<file path="config.mk">
export PLATFORM = sky130hd
export DESIGN_NAME = alu_exec_unit
export DESIGN_NICKNAME = d
export VERILOG_FILES = /design/src/rtl/alu_exec_unit.sv
export SDC_FILE = /design/constraint.sdc
export NUM_CORES = 1
export LEC_CHECK = 0
export BUFFER_PORTS_ARGS = -buffer_cell sky130_fd_sc_hd__clkbuf_2
export CAP_MARGIN = 20
export CORE_MARGIN = 2
export CORE_UTILIZATION = 50
export CTS_CLUSTER_SIZE = 40
export DETAILED_ROUTE_END_ITERATION = 16
export PLACE_DENSITY_LB_ADDON = 0.2
export SETUP_SLACK_MARGIN = 0.2
export SLEW_MARGIN = 15
export SYNTH_ARGS = -nofsm -noshare
export SYNTH_HDL_FRONTEND = slang
export SYNTH_SLANG_ARGS = --single-unit
</file>
<file path="constraint.sdc">
create_clock -name clk -period 3.5 [get_ports clk]
set_clock_uncertainty 0.05 [all_clocks]
set_input_delay 0.175 -clock clk [delete_from_list [all_inputs] [get_ports clk]]
set_output_delay 0.175 -clock clk [all_outputs]
set_load 0.03 [all_outputs]
</file>
<file path="src/rtl/alu_exec_unit.sv">
// Execute stage: single-cycle ALU ops and shifts, plus a 16-iteration shift-add multiplier.
// The result, wr_en and the {C,L,F,Z,N} flags are registered on the completion edge.
module alu_exec_unit #(
  parameter int WIDTH = 16
) (
  input  logic             clk,
  input  logic             rst_n,
  input  logic             start,
  input  logic [3:0]       alu_ctrl,
  input  logic             shift_en,
  input  logic             shift_type,
  input  logic [WIDTH-1:0] a,
  input  logic [WIDTH-1:0] b,
  output logic [WIDTH-1:0] result,
  output logic             wr_en,
  output logic             done,
  output logic             busy,
  output logic [4:0]       flags
);

  localparam logic S_IDLE = 1'b0;
  localparam logic S_MUL  = 1'b1;

  localparam logic [3:0] OP_ADD  = 4'b0000;
  localparam logic [3:0] OP_AND  = 4'b0001;
  localparam logic [3:0] OP_OR   = 4'b0010;
  localparam logic [3:0] OP_XOR  = 4'b0011;
  localparam logic [3:0] OP_SUB  = 4'b0100;
  localparam logic [3:0] OP_ADDU = 4'b0101;
  localparam logic [3:0] OP_SUBU = 4'b0110;
  localparam logic [3:0] OP_NOT  = 4'b0111;
  localparam logic [3:0] OP_CMP  = 4'b1000;
  localparam logic [3:0] OP_MOV  = 4'b1001;
  localparam logic [3:0] OP_MUL  = 4'b1010;
  localparam logic [3:0] OP_LUI  = 4'b1011;

  // Bit positions inside flags = {C,L,F,Z,N}.
  localparam int FC = 4;
  localparam int FL = 3;
  localparam int FF = 2;
  localparam int FZ = 1;
  localparam int FN = 0;

  logic             state;
  logic [3:0]       cnt;
  logic [WIDTH-1:0] mcand;
  logic [WIDTH-1:0] mplier;
  logic [WIDTH-1:0] acc;

  logic [WIDTH:0]   sum;
  logic [WIDTH:0]   diff;
  logic             add_ovf;
  logic             sub_ovf;
  logic [4:0]       shamt;
  logic [4:0]       rmag;
  logic [WIDTH-1:0] op_res;
  logic             op_wr;
  logic [4:0]       op_flags;
  logic [WIDTH-1:0] mul_add;
  logic [WIDTH-1:0] acc_next;
  logic             is_mul;

  assign busy    = (state == S_MUL);
  assign is_mul  = !shift_en && (alu_ctrl == OP_MUL);
  assign sum     = {1'b0, a} + {1'b0, b};
  // The extra top bit of the unsigned difference is the borrow, i.e. a < b unsigned.
  assign diff    = {1'b0, a} - {1'b0, b};
  assign add_ovf = (a[WIDTH-1] == b[WIDTH-1]) && (sum[WIDTH-1] != a[WIDTH-1]);
  assign sub_ovf = (a[WIDTH-1] != b[WIDTH-1]) && (diff[WIDTH-1] != a[WIDTH-1]);
  assign shamt   = b[4:0];
  assign rmag    = -shamt;
  assign mul_add = mplier[cnt] ? (mcand << cnt) : '0;
  assign acc_next = acc + mul_add;

  // NOTE: every output of this block gets a default first, so no path leaves one unassigned and infers a latch.
  always_comb begin
    op_res   = '0;
    op_wr    = 1'b0;
    op_flags = flags;
    if (shift_en) begin
      op_wr = 1'b1;
      if (!shamt[4])
        op_res = a << shamt[3:0];
      else if (shift_type)
        op_res = $signed(a) >>> rmag;
      else
        op_res = a >> rmag;
    end else begin
      case (alu_ctrl)
        OP_ADD: begin
          op_res = sum[WIDTH-1:0];  op_wr = 1'b1;
          op_flags[FC] = sum[WIDTH];
          op_flags[FF] = add_ovf;
        end
        OP_AND:  begin op_res = a & b; op_wr = 1'b1; end
        OP_OR:   begin op_res = a | b; op_wr = 1'b1; end
        OP_XOR:  begin op_res = a ^ b; op_wr = 1'b1; end
        OP_SUB: begin
          op_res = diff[WIDTH-1:0]; op_wr = 1'b1;
          op_flags[FC] = diff[WIDTH];
          op_flags[FF] = sub_ovf;
        end
        OP_ADDU: begin op_res = sum[WIDTH-1:0];  op_wr = 1'b1; op_flags[FC] = sum[WIDTH];  end
        OP_SUBU: begin op_res = diff[WIDTH-1:0]; op_wr = 1'b1; op_flags[FC] = diff[WIDTH]; end
        OP_NOT:  begin op_res = ~b; op_wr = 1'b1; end
        OP_CMP: begin
          op_flags[FZ] = (a == b);
          op_flags[FL] = diff[WIDTH];
          op_flags[FN] = $signed(a) < $signed(b);
        end
        OP_MOV:  begin op_res = b; op_wr = 1'b1; end
        OP_LUI:  begin op_res = {b[7:0], 8'h00}; op_wr = 1'b1; end
        default: ;
      endcase
    end
  end

  // NOTE: state registers use non-blocking assignments so every flop samples pre-edge values.
  always_ff @(posedge clk or negedge rst_n) begin
    if (!rst_n) begin
      state  <= S_IDLE;
      cnt    <= '0;
      mcand  <= '0;
      mplier <= '0;
      acc    <= '0;
      result <= '0;
      flags  <= '0;
      done   <= 1'b0;
      wr_en  <= 1'b0;
    end else begin
      done  <= 1'b0;
      wr_en <= 1'b0;
      case (state)
        S_IDLE: begin
          if (start) begin
            if (is_mul) begin
              mcand  <= a;
              mplier <= b;
              acc    <= '0;
              cnt    <= '0;
              state  <= S_MUL;
            end else begin
              result <= op_res;
              wr_en  <= op_wr;
              flags  <= op_flags;
              done   <= 1'b1;
            end
          end
        end
        default: begin
          acc <= acc_next;
          cnt <= cnt + 4'd1;
          // Last iteration: publish the final sum directly; flags are not touched by MUL.
          if (cnt == 4'd15) begin
            result <= acc_next;
            done   <= 1'b1;
            wr_en  <= 1'b1;
            state  <= S_IDLE;
          end
        end
      endcase
    end
  end

endmodule

</file>
==> results of run 1 <==
## routing by layer
layer,vias up,wire [um]
li1,4282,-
met1,4428,13800
met3,76,2440
met5,-,0
met4,0,1420
met2,465,15000
## how the worst max path moves through the flow
stage          slack (ns)          to    from  depth (start not counted)
3_3_place_gp         0.06  result[14]  cnt[0]                         14
4_1_cts              0.11  result[14]  cnt[0]                         14
6_report             0.02  result[13]  cnt[0]                         15
5_1_grt             -0.11  result[13]  cnt[0]                         15
3_5_place_dp         0.03  result[14]  cnt[0]                         14
2_1_floorplan        0.21  result[14]  cnt[0]                         14
## cell usage after synthesis, drive strengths merged, types with 4 or more instances
master / n / share of area, %
ha: 67 / 9.5
inv: 63 / 2.7
nor2b: 9 / 0.63
a22o: 19 / 1.9
a211oi: 19 / 1.6
o2111ai: 9 / 0.89
o221ai: 7 / 0.69
nor3: 28 / 1.6
mux4: 32 / 8.3
a31oi: 16 / 1.1
clkbuf: 60 / 2.6
o21ai: 92 / 5.2
o21a: 5 / 0.42
nand2: 146 / 6.2
o32ai: 5 / 0.49
o31a: 6 / 0.59
nand3: 25 / 1.4
a21oi: 82 / 4.6
nand2b: 15 / 1.1
o21bai: 6 / 0.51
nor2: 85 / 3.6
a21o: 8 / 0.68
xor2: 5 / 0.49
buf: 25 / 1.6
a2111oi: 4 / 0.40
o311ai: 4 / 0.40
o211ai: 15 / 1.3
nor4: 7 / 0.49
and2: 5 / 0.35
o31ai: 11 / 0.93
o22ai: 12 / 0.85
nand4: 6 / 0.42
xnor2: 19 / 1.9
a221oi: 9 / 0.96
a221o: 8 / 0.90
mux2: 9 / 1.1
or3: 6 / 0.42
and3: 7 / 0.49
mux2i: 32 / 3.6
dfrtp: 76 / 21
## state kept, by name, indices dropped and copies added, names as in the netlist
name    count
mplier     16
cnt         4
result     16
busy        1
flags       5
done        1
wr_en       1
acc        16
mcand      16
## through the flow
stage | cells | setup TNS (ns)
after floorplan | 1114 | 0
after global placement | 1395 | 0
after detailed placement | 1395 | 0
after CTS | 1412 | 0
after global routing | 1418 | -0.242
final | 1418 | 0
## layout by cell type (no fill, tap or decap), types with 11 or more instances in the layout
cell	instances
o211ai_1	15
a22o_1	19
dfrtp_1	74
a31oi_1	15
a21oi_1	77
o22ai_1	11
ha_1	63
inv_1	61
xnor2_1	16
a211oi_1	16
buf_4	83
nand3_1	24
nor2_1	82
mux2i_1	32
o31ai_1	11
nand2b_1	15
clkbuf_2	63
mux4_2	28
nand2_1	145
nor3_1	25
o21ai_0	83
## power by group
part | switching, W | internal (W)
clock | 0.000387 | 0.000555
combinational | 0.00209 | 0.00142
sequential | 0.000295 | 0.00118
total | 0.00277 | 0.00316
## worst register-to-register path: cells and delay by family (launching register included)
kind / cells / cell delay [ns]
adder cells (fa/ha/maj): 1 / 0.34
AND/OR/NAND/NOR: 2 / 0.19
multiplexers: 1 / 0.52
flip-flops: 1 / 0.39
AO/OA/AOI/OAI: 8 / 1.36
XOR/XNOR: 1 / 0.21
buffers and inverters: 2 / 0.30
## timing repair
action                                  CTS  global route
endpoints found under the setup margin    9            17
pin swaps                                 3            25
endpoints found under the hold margin    72             0
resized for setup                        12            40
buffers inserted                          1             6
hold buffers                              1             0
## kinds of logic (layout without fill, tap and decap cells)
kind of cell             Yosys count  in the layout
AO/OA/AOI/OAI                    366            366
AND/OR/NAND/NOR                  357            357
buffers and inverters            148            227
flip-flops                        76             76
multiplexers                      73             73
adder cells (fa/ha/maj)           70             70
XOR/XNOR                          24             24
## cell type report
type / instances / area share (%)
Clock buffer: 9 / 2.19
Clock inverter: 6 / 0.693
Inverter: 63 / 2.30
Multi-Input combinational cell: 890 / 64.2
Sequential cell: 76 / 18.5
Tap cell: 225 / 2.73
Timing Repair Buffer: 149 / 9.43
==> results.toml, run 1 <==
[outcome]
outcome = "complete, no violations"

[yosys]
synth_edf_count = 0
synthXorXnorAreaFrac_pct = 2.37
async_flop_share_pct = 100
ys_seq_area_share_pct = 21.4
synth_warnings = 0
ys.flop_type = "dfrtp_1"
syn-instance-count = 1114
synth_cell_types = 81
syn_area_sq_mm = 0.00887
synth_compound_area_share_pct = 27.7
synth_nets = 1225
yosys.area_share.simple_pct = 18.5
yosys_register_bits = 76
synthMuxAreaShare_pct = 13.1
synth_top_family_by_area = "compound AO/OA/AOI/OAI gates"
syn_area_per_cell_sq_um = 7.96
synthAdderAreaFrac_pct = 10.1

[routing]
routedWlPerCell_um = 23.0
vias_per_cell = 6.52
ant_nets = 0
dr.pass1.iters = 9
route.detailed.drc = 0
finalWirelength_mm = 32.6
vias = 9251
drt-initial-drc-count = 1158

[floorplanning]
fp-row-count = 48
die-width_um = 137
ios = 65
die_area_sq_mm = 0.0188
die_h_um = 137
initial_utilization_pct = 51.3
core_area_sq_mm = 0.0173

[pwr]
p_leak_nw = 4.61
power_density_mw_per_mm2 = 576
vdd_drop_max_mv = 0.482
power.total_w = 0.00593

[cells_and_area]
syn_to_final_growth_pct = 16.1
design_area_sq_mm = 0.0103
n_fill_cell = 1583
seq_area_sq_mm = 0.00190
final_layout_size_suffix_gt1_share_pct = 21.0
antenna_cells = 0
nets = 1300
utilization_pct = 59.5
multiInputGateArea_sq_mm = 0.00660

[clock_tree]
htree_levels = 3
cts_root_buffer = "clkbuf_16"
path_clk_slew_ns = 0.06
cts_buffer_depth = 2
clock-sinks = 76
numCtsBuffers = 9
clock_latency_ns = 0.34
tritoncts = "built"

[timing]
holdWs_ns = 0.139
max_slew_margin_pct = 34.8
tightest_slew_ns = 0.975
rsz0062_at_grt = "yes"
fin_crit_sh_pct = 99.4
fin_ws_ns = 0.0218
setup_violations = 0
fmax_ghz = 0.288
final.min_clock_period_ns = 3.48
hold_viol_final = 0
slew_viol_final = 0

[setup_path]
r2r_end = "result[13]"
cp.required_ns = 3.67
rrSetupSlack_ns = 0.02
cp.arrival_ns = 3.65
cp_common_cell = "a21oi_4"
crit_chain = "buf_6, mux4_2, a22oi_2, a21boi_4, nor2_1, ha_1, buf_4, a21oi_4, o21ai_4, a21oi_4, nand2_2, a31oi_4, xor2_2, o2bb2ai_2, a31oi_1"
r2r_cells = 15
critPathLaunchType = "flip-flop"
end_kind = "flip-flop"
max_stage_delay_ns = 0.52
cpMaxStageDelayCell = "mux4_2"
r2r_start = "cnt[0]"
crit_type = "reg -> reg"
critPathTopFamily = "compound AO/OA/AOI/OAI gates"
critical_path.max_fanout = 4
crit_buf_inv = 2

[global_routing]
use_met3_pct = 4.19
gr-usage-all-layers_pct = 34.7
grt_first_pass_wirelength_mm = 49.3
grt_max_degree = 77
use_met2_pct = 53.5
overflow = 0
top_usage_layer = "met2"
grt.met1_usage_pct = 48.5
grt_pass1_vias = 8483
antenna_found_initial = 1

[placement]
gp_congestion = 0.976
port_buffers = 64
pre_cts_ws_ns = 0.0297
place_area_sq_mm = 0.00969
hpwlAfterDp_mm = 24.7

[job]
drv_cap = 0

[min_path]
hp-start = "b[14]"
hold_depth = 3
hold-path-endpoint = "mplier[14]"
hp-class = "in -> reg"
Power figures use the tool's default switching activity.
==> run 2: changes to the inputs <==
--- a/config.mk
+++ b/config.mk
@@ -5,12 +5,12 @@
 export SDC_FILE = /design/constraint.sdc
 export NUM_CORES = 1
 export LEC_CHECK = 0
-export BUFFER_PORTS_ARGS = -buffer_cell sky130_fd_sc_hd__clkbuf_2
 export CAP_MARGIN = 20
 export CORE_MARGIN = 2
 export CORE_UTILIZATION = 50
 export CTS_CLUSTER_SIZE = 40
 export DETAILED_ROUTE_END_ITERATION = 16
+export DONT_BUFFER_PORTS = 1
 export PLACE_DENSITY_LB_ADDON = 0.2
 export SETUP_SLACK_MARGIN = 0.2
 export SLEW_MARGIN = 15
==> run 2 against run 1 <==
Effect of this change: largest cell class unchanged; fmax grew 2.9%; largest power group unchanged; the run now ends with negative hold slack left; critical path depth shrank 1; critical endpoint is now result[14]; final cell count fell by 5.1%; die area stayed put; design area decreased by 3.2%.
==> results.toml, run 2 (synthesis gave the netlist of run 1 again) <==
[cells_and_area]
final_common_cell = "nand2_1"
design_area_sq_mm = 0.00997
final_cells = 1345
mostFrequentLayoutCells = "nand2_1 (144), o21ai_0 (83), nor2_1 (82), a21oi_1 (76), dfrtp_1 (74)"
nets = 1225
final_layout_size_suffix_gt1_share_pct = 15.6
syn_to_final_growth_pct = 12.4

[routing]
dr_wl_met2_mm = 14.7
wl_met3_mm = 3.04
drt-initial-drc-count = 1019
wirelength_met1_mm = 13.5
ant_nets = 0
vias_per_cell = 6.80
route.detailed.drc = 0
top_layer = "met4"
dr.pass1.iters = 9
routedWlPerCell_um = 24.3
vias = 9150
finalWirelength_mm = 32.7

[outcome]
outcome = "finished, violations left"
violations = "negative hold slack"

[setup_path]
cp.required_ns = 3.72
critPathLaunchType = "flip-flop"
critical_path.max_fanout = 4
end_kind = "flip-flop"
cp.arrival_ns = 3.60
crit_type = "reg -> reg"
r2r_cells = 14

[placement]
dp_cells = 1308
place_area_sq_mm = 0.00920
hpwlAfterDp_mm = 23.7
gp_congestion = 1.02
port_buffers = 0

[timing]
setup_violations = 0
tightest_slew_ns = 0.912
rsz0062_at_grt = "yes"
fin_crit_sh_pct = 96.6
slew_viol_final = 0
max_slew_margin_pct = 39.2
fmax_ghz = 0.296
holdWs_ns = -0.000207
final.min_clock_period_ns = 3.38
hold_viol_final = 1

[floorplanning]
die_area_sq_mm = 0.0188
ios = 65
fp-row-count = 48
die_h_um = 137
core_area_sq_mm = 0.0173
initial_utilization_pct = 51.3
die-width_um = 137

[global_routing]
antenna_found_initial = 1
grt_pass1_vias = 8419
grt_max_degree = 77
gr-usage-all-layers_pct = 34.4
grt_first_pass_wirelength_mm = 48.9
overflow = 0

[min_path]
hp-class = "in -> reg"
hold_depth = 2

[clock_tree]
clock_latency_ns = 0.34
path_clk_slew_ns = 0.06
cts_root_buffer = "clkbuf_16"
numCtsBuffers = 9
tritoncts = "built"
htree_levels = 3
clock-sinks = 76
cts_buffer_depth = 2

[pwr]
vdd_drop_max_mv = 0.374
power_density_mw_per_mm2 = 586
p_leak_nw = 4.31
sw_frac_of_total_pct = 45.6
p_switching_w = 0.00267
seqPwrFrac_pct = 30.0
internal_power_w = 0.00318
clkPwrFrac_pct = 17.8
power_frac_comb_pct = 52.2

[job]
drv_cap = 0
run 2: cell count changes in the layout (fill, tap and decap cells not counted), moves of 2 or more:
cell,change
mux2i_1,-2
buf_12,+2
nor3_2,+2
nor3_1,-2
dlygate4sd3_1,+6
a21oi_2,+2
mux2i_2,+2
ha_2,+2
clkbuf_2,-63
buf_4,-23
run 2: what timing repair did:
action | in CTS | in global routing
hold buffers | 8 | 0
pin swaps | 25 | 26
gates resized for setup | 27 | 32
buffers inserted | 6 | 4
hold endpoints to repair | 81 | 0
setup endpoints to repair | 11 | 17
cloned | 0 | 0
run 2: path summary, 6_finish.rpt:
check,slack (ns),from,end
hold reg to reg,0.43,mplier[11],mplier[11]
hold / removal,-0.0002,b[14],mplier[14]
min in group asynchronous,0.37,rst_n,wr_en
setup / recovery,0.12,cnt[0],result[14]
setup reg to reg,0.12,cnt[0],result[14]
max in group asynchronous,2.71,rst_n,cnt[1]
run 2: layout make-up:
cell class                 instances  area, sq um
inverter                          63          236
timing repair buffer              74          629
tap                              225          282
multi-input combinational        890         6580
sequential                        76         1900
clock inverter                     6         93.8
clock buffer                      10          239
antenna                            1         2.50
fill                            1550         7330
run 2: power by group through the flow:
stage                     Sequential, W  Clock (W)  Combinational, W
after floorplan                 0.00158          0           0.00204
after global placement          0.00174          0           0.00267
after detailed placement        0.00175          0           0.00269
after CTS                       0.00174    0.00105           0.00284
after global routing            0.00179    0.00108           0.00330
final                           0.00175    0.00104           0.00305
run 2: layer usage:
metal,vias to the layer above,track usage (%)
li1,4144,-
met1,4420,47.0
met2,496,53.4
met3,90,6.14
met4,0,15.5
met5,-,0
run 2: per-stage QoR:
step	power [W]	TNS, ns	utilization (%)	hold slack (ns)	worst slack (ns)
2_1_floorplan	0.00362	0	-	-0.171	0.207
3_3_place_gp	0.00442	-0.0220	53.2	-0.167	-0.0174
3_5_place_dp	0.00444	-0.233	53.2	-0.167	-0.0681
4_1_cts	0.00563	0	56.5	0.000897	0.129
5_1_grt	0.00618	-0.00832	57.6	0.00670	-0.00832
6_report	0.00585	0	57.6	-0.000207	0.120
run 2: critical path: stages (launching register included):
cell	delay (ns)
dfrtp_2	0.42
mux4_2	0.57
buf_6	0.15
a22oi_2	0.14
a21boi_4	0.23
nor2_1	0.07
ha_1	0.35
and4_4	0.18
nor2b_4	0.14
a2111oi_4	0.35
nor3_2	0.09
a31oi_1	0.18
xnor2_1	0.18
o22ai_1	0.10
nor2_1	0.10
==> run 3: changes to the inputs <==
==> constraint.sdc (replaced) <==
create_clock -name clk -period 2.7 [get_ports clk]
set_clock_uncertainty 0.05 [all_clocks]
set_input_delay 0.135 -clock clk [delete_from_list [all_inputs] [get_ports clk]]
set_output_delay 0.135 -clock clk [all_outputs]
set_load 0.03 [all_outputs]
==> run 3 against run 2 <==
Effect of this change: first-iteration DRC count increased by 17%; hold slack improved by 0.031 ns; critical path depth increased by 2; worst setup slack got worse by 0.98 ns; sequential share of layout area decreased by 2.5 points; clock-buffer cell count increased by 1; sequential power increased by 26%; routed wire length increased by 8.9%; die area unchanged; the run ends with negative setup slack left; highest routed layer unchanged.
==> results.toml, run 3 (synthesis gave the netlist of run 1 again) <==
[outcome]
outcome = "finished, violations left"
violations = "negative setup slack"

[floorplanning]
ios = 65
die_h_um = 137
die-width_um = 137
die_area_sq_mm = 0.0188
initial_utilization_pct = 51.3
fp-row-count = 48
core_area_sq_mm = 0.0173

[clock_tree]
cts_buffer_depth = 2
path_clk_slew_ns = 0.06
numCtsBuffers = 9
clock-sinks = 76
htree_levels = 3
clock_latency_ns = 0.35
tritoncts = "built"
cts_root_buffer = "clkbuf_16"

[timing]
fmax_ghz = 0.281
fin_tns_setup_ns = -13.65
fin_crit_sh_pct = 132
final.min_clock_period_ns = 3.56
tightest_slew_ns = 0.857
max_slew_margin_pct = 42.4
rsz0062_at_grt = "yes"
fin_ws_ns = -0.859
slew_viol_final = 0
hold_viol_final = 0
setup_violations = 26

[cells_and_area]
final_layout_size_suffix_gt1_share_pct = 29.2
mostFrequentLayoutCells = "buf_4 (184), nand2_1 (141), o21ai_0 (80), nor2_1 (76), dfrtp_1 (75)"
nets = 1363
n_fill_cell = 1414
syn_to_final_growth_pct = 29.1
final_common_cell = "buf_4"

[pwr]
clkPwrFrac_pct = 14.6
seqPwrFrac_pct = 25.0
internal_power_w = 0.00485
power_density_mw_per_mm2 = 774
power.total_w = 0.00886
power_frac_comb_pct = 60.4
sw_frac_of_total_pct = 45.3
p_leak_nw = 5.08
vdd_drop_max_mv = 0.733
p_switching_w = 0.00401

[routing]
ant_nets = 0
routedWlPerCell_um = 24.0
vias_per_cell = 6.66
vias = 9875
dr.pass1.iters = 8
route.detailed.drc = 0
drt-initial-drc-count = 1191
finalWirelength_mm = 35.6

[setup_path]
r2r_start = "cnt[0]"
cp.required_ns = 2.91
crit_start = "cnt[0]"
critical_path.max_fanout = 4
cp.arrival_ns = 3.77
crit_type = "reg -> reg"
end_kind = "flip-flop"
critPathLaunchType = "flip-flop"

[global_routing]
grt_max_degree = 77
gr-usage-all-layers_pct = 36.4
grt_first_pass_wirelength_mm = 52.3
overflow = 0
antenna_found_initial = 1
grt_pass1_vias = 9267

[job]
drv_cap = 0

[placement]
hpwlAfterDp_mm = 25.5
gp_congestion = 1.01
port_buffers = 0

[min_path]
hp-class = "in -> reg"
hp-start = "a[15]"
==> run 3: cell type report <==
type	instances	area, sq um	area share (%)
multi-input cells	890	7000	61.1
flip-flops and latches	76	1900	16.6
repair buffers	212	1710	14.9
well taps	225	282	2.46
clock buffers	11	253	2.21
inverters	63	244	2.13
clock inverters	5	65.1	0.568
diodes	1	2.50	0.0219
==> run 3: path summary, 6_finish.rpt <==
check                       endpoint  slack [ns]  cells past startpoint
setup / recovery           result[8]       -0.86                     16
hold / removal              flags[2]        0.03                      2
setup reg to reg           result[8]       -0.86                     16
hold reg to reg            mcand[15]        0.43                      2
max in group asynchronous     cnt[1]        1.93                      2
min in group asynchronous  mcand[14]        0.28                      2
==> run 3: per-stage QoR <==
step	worst slack [ns]	utilization, %	hold WS, ns	area [sq um]	cells
2_1_floorplan	-0.524	-	-0.211	9020	1114
3_3_place_gp	-0.574	58.9	-0.207	10200	1430
3_5_place_dp	-0.641	58.9	-0.208	10200	1430
4_1_cts	-0.598	63.2	0.0261	10900	1466
5_1_grt	-0.970	66.2	0.0359	11400	1482
6_report	-0.859	66.2	0.0306	11400	1483
==> run 3: worst max-delay path: stages, from the launching register on <==
cell	delay, ns
dfrtp_1	0.38
buf_6	0.13
mux4_2	0.55
nor2_4	0.14
nor3_2	0.07
ha_2	0.19
fa_2	0.36
a21oi_2	0.16
buf_4	0.13
buf_6	0.09
o211ai_1	0.10
a21oi_2	0.21
o21bai_1	0.11
a21o_1	0.19
xor2_1	0.31
nand2_1	0.14
a41oi_2	0.19
==> run 3: power by group through the flow <==
stage / sequential [W] / combinational [W] / clock [W]
2_1_floorplan: 0.00205 / 0.00270 / 0
3_3_place_gp: 0.00217 / 0.00417 / 0
3_5_place_dp: 0.00218 / 0.00422 / 0
4_1_cts: 0.00218 / 0.00457 / 0.00129
5_1_grt: 0.00225 / 0.00566 / 0.00135
6_report: 0.00221 / 0.00535 / 0.00130
==> run 3: repair_timing <==
action / CTS / global route
resized for setup: 46 / 79
gates cloned: 0 / 0
endpoints found under the hold margin: 86 / 0
hold buffers: 10 / 0
endpoints found under the setup margin: 28 / 30
setup buffers: 10 / 16
pin swaps: 26 / 33
==> run 3: layer usage <==
layer / vias up / share of wire [%] / GRT usage (%)
li1: 4421 / - / -
met1: 4770 / 40 / 48.6
met2: 568 / 46 / 57.7
met3: 116 / 9.5 / 6.11
met4: 0 / 4.6 / 16.8
met5: - / 0 / 0
